$ cat config.mk
export PLATFORM = sky130hd
export DESIGN_NAME = demux3_reg
export DESIGN_NICKNAME = d
export VERILOG_FILES = /design/src/rtl/demux3_reg.sv
export SDC_FILE = /design/constraint.sdc
export NUM_CORES = 1
export LEC_CHECK = 0
export CAP_MARGIN = 20
export CELL_PAD_IN_SITES_DETAIL_PLACEMENT = 0
export CELL_PAD_IN_SITES_GLOBAL_PLACEMENT = 1
export CORE_MARGIN = 5
export CORE_UTILIZATION = 36
export DETAILED_ROUTE_END_ITERATION = 12
export PLACE_DENSITY = 0.76
export SLEW_MARGIN = 20
export SYNTH_ARGS = -nofsm -noshare
export SYNTH_HDL_FRONTEND = slang
export SYNTH_SLANG_ARGS = --single-unit
$ cat constraint.sdc
create_clock -name clk -period 1.57 [get_ports clk]
set_input_delay 0.157 -clock clk [delete_from_list [all_inputs] [get_ports clk]]
set_output_delay 0.157 -clock clk [all_outputs]
set_load 0.01 [all_outputs]
$ cat src/rtl/demux3_reg.sv
// demux3_reg: registered 1-to-3 demux with a valid/ready handshake per channel.
// Define DEMUX3_BROADCAST_EN to turn select 3 into a broadcast to all channels.
module demux3_reg #(
  parameter int WIDTH = 16,
  parameter int CNT_W = 8
) (
  input  logic             clk,
  input  logic             reset_n,
  input  logic [WIDTH-1:0] d,
  input  logic [1:0]       s,
  input  logic             in_valid,
  output logic             in_ready,
  output logic [WIDTH-1:0] y0,
  output logic [WIDTH-1:0] y1,
  output logic [WIDTH-1:0] y2,
  output logic             v0,
  output logic             v1,
  output logic             v2,
  input  logic             r0,
  input  logic             r1,
  input  logic             r2,
  output logic             err,
  output logic [CNT_W-1:0] drop_cnt
);

  logic [WIDTH-1:0] y0_q, y0_d;
  logic [WIDTH-1:0] y1_q, y1_d;
  logic [WIDTH-1:0] y2_q, y2_d;
  logic [2:0]       v_q, v_d;
  logic [2:0]       rdy;
  logic [2:0]       space;
  logic [2:0]       load;
  logic             xfer;

  assign rdy   = {r2, r1, r0};
  assign space = ~v_q | rdy;

  // ready follows the space of the selected channel(s), never in_valid
  always_comb begin
    in_ready = 1'b0;
    unique case (s)
      2'd0: in_ready = space[0];
      2'd1: in_ready = space[1];
      2'd2: in_ready = space[2];
      2'd3: begin
`ifdef DEMUX3_BROADCAST_EN
        in_ready = &space;
`else
        in_ready = 1'b1;
`endif
      end
      default: in_ready = 1'b0;
    endcase
  end

  assign xfer = in_valid & in_ready;

  // one-hot (or all-hot for broadcast) load strobes for the channels
  always_comb begin
    load = 3'b000;
    if (xfer) begin
      unique case (s)
        2'd0: load = 3'b001;
        2'd1: load = 3'b010;
        2'd2: load = 3'b100;
        2'd3: begin
`ifdef DEMUX3_BROADCAST_EN
          load = 3'b111;
`else
          load = 3'b000;
`endif
        end
        default: load = 3'b000;
      endcase
    end
  end

  // a load wins over a same-cycle drain, giving pass-through refill
  always_comb begin
    y0_d = load[0] ? d : y0_q;
    y1_d = load[1] ? d : y1_q;
    y2_d = load[2] ? d : y2_q;
    v_d  = load | (v_q & ~rdy);
  end

  // channel holding registers
  always_ff @(posedge clk or negedge reset_n) begin
    if (!reset_n) begin
      y0_q <= '0;
      y1_q <= '0;
      y2_q <= '0;
      v_q  <= '0;
    end else begin
      y0_q <= y0_d;
      y1_q <= y1_d;
      y2_q <= y2_d;
      v_q  <= v_d;
    end
  end

  assign y0 = y0_q;
  assign y1 = y1_q;
  assign y2 = y2_q;
  assign v0 = v_q[0];
  assign v1 = v_q[1];
  assign v2 = v_q[2];

`ifdef DEMUX3_BROADCAST_EN
  assign err      = 1'b0;
  assign drop_cnt = '0;
`else
  logic             err_q, err_d;
  logic [CNT_W-1:0] drop_cnt_q, drop_cnt_d;

  // accepted select-3 words are dropped, flagged and counted
  always_comb begin
    err_d      = err_q;
    drop_cnt_d = drop_cnt_q;
    if (xfer && s == 2'd3) begin
      err_d = 1'b1;
      if (drop_cnt_q != {CNT_W{1'b1}})
        drop_cnt_d = drop_cnt_q + CNT_W'(1);
    end
  end

  // sticky error and saturating drop counter
  always_ff @(posedge clk or negedge reset_n) begin
    if (!reset_n) begin
      err_q      <= 1'b0;
      drop_cnt_q <= '0;
    end else begin
      err_q      <= err_d;
      drop_cnt_q <= drop_cnt_d;
    end
  end

  assign err      = err_q;
  assign drop_cnt = drop_cnt_q;
`endif

endmodule

Word-level counts from Yosys, hierarchy flattened
Index checks and enable logic that the tools add are counted.

Register bits after elaboration: 60. Input port bits: 24. Output and inout port bits: 61. Logic and storage cells: 23.

Add/subtract/negate cells: 1. Equality and inequality tests: 4. Muxes and demuxes: 3. Bitwise gates (word level): 6. Reductions and logical operators: 3.

Operator list (count): $pmux W3 S4 (1); $add A8 B1 Y8 const B (1); $ne A8 B8 Y1 const B (1); $not A3 Y3 (2); $or A3 B3 Y3 (2); $eq A2 B2 Y1 const B (2); $pmux W1 S4 (1); $and A3 B3 Y3 (1); $mux W3 (1); $eq A2 B1 Y1 const B (1); $logic_not A2 Y1 (1); $reduce_and A2 Y1 (1); $and A1 B1 Y1 (1); $logic_and A1 B1 Y1 (1).

Depth between registers and ports, before layout
Depth after elaboration: 6. Gate-level depth with buffers: 5. Gate-level depth less buffers: 5.

Worst setup path after synthesis
Ideal clock, no wire load.

Kind: reg2reg. From: register v_q[2]. To: register y2_q[10], in the netlist y2[10]. Library setup time: 0.125 ns. Data arrival time: 1.393 ns. Data required time: 1.445 ns. Path slack: 0.052 ns. Stages on the path, launching flop included: 5. Path buffers: 1. Period minus slack after synthesis: 1.518 ns. Cells stage by stage: dfrtp_1 -> nor2b_1 -> nor3_4 -> buf_8 -> mux2_4.

Longest elaborated chain between the ends: 5.

RTL lines: start, declared (RTL line 29) `logic [2:0] v_q, v_d;`; start signal, assigned (RTL line 97) `v_q <= v_d;`; $not A3 Y3 (RTL line 36) `assign space = ~v_q | rdy;`; $or A3 B3 Y3 (RTL line 36); $pmux W1 S4 (RTL line 41) `unique case (s)`; $and A1 B1 Y1 (RTL line 56) `assign xfer = in_valid & in_ready;`; $mux W3 (RTL line 61) `if (xfer) begin`; end signal, assigned (RTL line 96) `y2_q <= y2_d;`; end, declared (RTL line 28) `logic [WIDTH-1:0] y2_q, y2_d;`.

Every way passes these cells. A chain may end at the register's enable or synchronous reset.

Worst setup path in the final report
From: register drop_cnt_q[0], in the netlist drop_cnt[0]. To: output drop_cnt[0].

RTL lines: start, declared (RTL line 113) `logic [CNT_W-1:0] drop_cnt_q, drop_cnt_d;`; start signal, assigned (RTL line 133) `drop_cnt_q <= drop_cnt_d;`; end, declared (RTL line 23) `output logic [CNT_W-1:0] drop_cnt`.

No word-level cell between the ends.

==> results.sh <==
export IMPL_outcome="complete, no violations"
export IMPL_hold_violations=0
export IMPL_fin_crit_sh=0.958
export IMPL_finalWorstSetupSlack_ps=66.2
export IMPL_yosysWarnings=0
export IMPL_syn_instance_count=160
export IMPL_cts_sinks=60
export IMPL_layout_min_cycle_time_ps=1500
export IMPL_setup_viol=0
export IMPL_die_x_um=93.5
export IMPL_rrSetupSlack_ps=150
export IMPL_p_sw_mw=1.35
export IMPL_start_util=0.369
export IMPL_drtIter0Drc=28
export IMPL_grt_total_usage=0.139
export IMPL_hold_slack_ps=341
export IMPL_die_area_um2=8740
export IMPL_place_ws_ps=-211
export IMPL_num_rows=30
export IMPL_numCtsBuffers=9
export IMPL_vias=1634
export IMPL_worstSkewPairLatency_ps=330
export IMPL_skew_ps=10.8
export IMPL_grt_ovfl_total=0
export IMPL_synthToLayoutAreaGrowth_pct=52.0
export IMPL_ys_seq_area_frac=0.598
export IMPL_gr_usage_met3=0.0410
export IMPL_worst_r2r_cell_count=4
export IMPL_seq_power_share=0.429
export IMPL_start_kind="flop"
export IMPL_cts_max_level=3
export IMPL_antenna_found_initial=0
export IMPL_synth_seq_cells=60
export IMPL_die_h_um=93.5
export IMPL_critical_path_class="reg2out"
export IMPL_synthesis_area_um2=2510
export IMPL_async_flop_share=1.00
export IMPL_ys_dominant_reg_cell="dfrtp_1"
export IMPL_syn_nets=185
export IMPL_critPathCaptureType="primary output"
export IMPL_met2_usage=0.211
export IMPL_detailed_place_hpwl_mm=4.16
export IMPL_tns_ps=0
export IMPL_final_cell_area_um2=3810
export IMPL_post_synth_cell_area_avg_um2=15.7
export IMPL_netlist_top_cells_area="dfrtp_1 (60%), mux2_2 (14%), mux2_4 (11%), nand2_1 (1.8%), xnor2_1 (1.0%)"
export IMPL_synth_common_cells="dfrtp_1 (60), mux2_2 (31), mux2_4 (19), nand2_1 (12), nand2b_1 (4)"
export IMPL_fillerInstances=596
export IMPL_grt_max_degree=23
export IMPL_power_leakage_nw=1.64
export IMPL_antennaDiodeCount=0
export IMPL_cts_tree="yes"
export IMPL_layout_drive_gt1_share=0.347
export IMPL_clk_path_buf_depth=2
export IMPL_rsz0062_at_grt="false"
export IMPL_place_area_um2=3620
export IMPL_drcViolationCount=0
export IMPL_synth_top_cell_area_share=0.598
export IMPL_final_antenna_net_count=0
export IMPL_grt_pass1_vias=1752
export IMPL_worst_pin_slew_ps=526
export IMPL_grt_pass1_wl_mm=9.23
export IMPL_fin_nets=295
export IMPL_swShare=0.280
export IMPL_cts_root_buf="clkbuf_8"
export IMPL_core_area_um2=6790
export IMPL_pwr_share_clk=0.234
export IMPL_post_synth_top_count_cell="dfrtp_1"
export IMPL_clk_pin_slew_ps=70
export IMPL_ir_worst_vdd_mv=0.525
export IMPL_io_buffers=84
export IMPL_gp_congestion=0.747
export IMPL_vias_per_cell=4.42
export IMPL_yosysUniqueCellTypes=26
export IMPL_power_density_nw_per_um2=1270
export IMPL_grt_busiest_layer="met2"
export IMPL_relSlewSlack=0.650
export IMPL_critical_path_max_fanout=3
export IMPL_cp_data_required_time_ps=1410
export IMPL_total_power_mw=4.83
export IMPL_p_comb_frac=0.337
export IMPL_maxCapViolCount=0
export IMPL_cts_setup_buffers=0
export IMPL_arrival_ps=1350
export IMPL_avgRoutedWirePerCell_um=15.2
export IMPL_finalMaxSlewViolations=0
export IMPL_met1_usage=0.180
export IMPL_firstDrtPassIters=4
export IMPL_p_int_mw=3.48
export IMPL_synth_edf_count=0
export IMPL_routed_wl_mm=5.63
export IMPL_ioPinCount=85
export IMPL_worstReg2RegStart="drop_cnt[5]"
export IMPL_post_synth_top_area_cell="dfrtp_1"
export IMPL_fmax_mhz=665
export IMPL_r2r_end="drop_cnt[1]"
export IMPL_hold_path_class="in2async"
## power groups by stage
| stage | combinational, mW | sequential (mW) | clock (mW) |
|---|---|---|---|
| 2_1_floorplan | 0.448 | 2.28 | 0 |
| 3_3_place_gp | 1.61 | 2.10 | 0 |
| 3_5_place_dp | 1.62 | 2.10 | 0 |
| 4_1_cts | 1.63 | 2.08 | 1.19 |
| 5_1_grt | 1.73 | 2.13 | 1.25 |
| 6_report | 1.63 | 2.08 | 1.13 |
## flip-flops by register name (all words and copies together) (netlist names)
| register | flops |
|---|---|
| y0 | 16 |
| v_q | 3 |
| y1 | 16 |
| drop_cnt | 8 |
| y2 | 16 |
| err | 1 |
## metrics by stage
stage / instances / util
6_report: 370 / 0.562
4_1_cts: 371 / 0.557
2_1_floorplan: 160 / -
3_5_place_dp: 355 / 0.532
5_1_grt: 370 / 0.562
3_3_place_gp: 355 / 0.532
## logic make-up after synthesis
group,after synthesis,share of synthesized area
xor gates and xnor gates,3,0.0105
buffers and inverters,5,0.0244
AOI/OAI and AO/OA,5,0.00997
adders and majority gates,1,0.00498
DFF,60,0.598
muxes,52,0.262
and+or+nand+nor,34,0.0902
## cells in the final DEF (no fill, tap or decap)
cell type         n
nor2_1            2
a21oi_1           2
and4_1            1
nand4_1           1
nor2b_4           1
dfrtp_1          59
dfrtp_2           1
nor3_4            1
and3_1            3
ha_1              1
nand3b_4          1
buf_6             2
clkbuf_8          9
buf_4            12
clkinv_2          3
and3_4            1
nand4_4           1
nand3_1           2
nand2_1          12
buf_2             2
clkbuf_1          1
o21ai_0           3
buf_12            5
clkdlybuf4s50_1  82
xnor2_1           3
clkinvlp_4        2
nand2b_1          4
nor2b_2           2
or2_2             2
mux2_4           26
dlygate4sd3_1     1
mux2_2           24
mux2_1            2
## worst max path at each step
stage	end	slack [ps]	start	depth (start not counted)
final	drop_cnt[0]	70	drop_cnt[0]	2
after global placement	drop_cnt[7]	-170	s[0]	5
after global routing	drop_cnt[0]	4	drop_cnt[0]	2
after floorplan	y2[10]	50	v_q[2]	4
after CTS	y2[0]	30	v_q[2]	5
after detailed placement	drop_cnt[5]	-210	s[0]	5
## repair_timing
| item | CTS | global route |
|---|---|---|
| hold endpoints to repair | 18 | 0 |
| hold buffers | 1 | 0 |
| gates resized for setup | 7 | 9 |
| pin swaps | 1 | 1 |
| setup endpoints to repair | 7 | 13 |
## critical path: stages, from the launching register on
cell	delay [ps]
dfrtp_1	350
buf_4	140
clkdlybuf4s50_1	530
## routing by layer
metal	up-vias	part of all wire	routed length, µm
met5	-	0	0
met4	0	0.015	87
met3	7	0.055	310
met2	48	0.48	2670
met1	796	0.45	2560
li1	783	-	-
## layout make-up
| type | count | area [µm²] | share of cell area |
|---|---|---|---|
| clock buffer | 10 | 128 | 0.0335 |
| sequential | 60 | 1500 | 0.394 |
| timing repair buffer | 104 | 1050 | 0.276 |
| multi-input combinational | 95 | 981 | 0.257 |
| clock inverter | 5 | 30.0 | 0.00787 |
| tap | 96 | 120 | 0.0315 |
No activity file was read; power rests on OpenSTA's default activity.
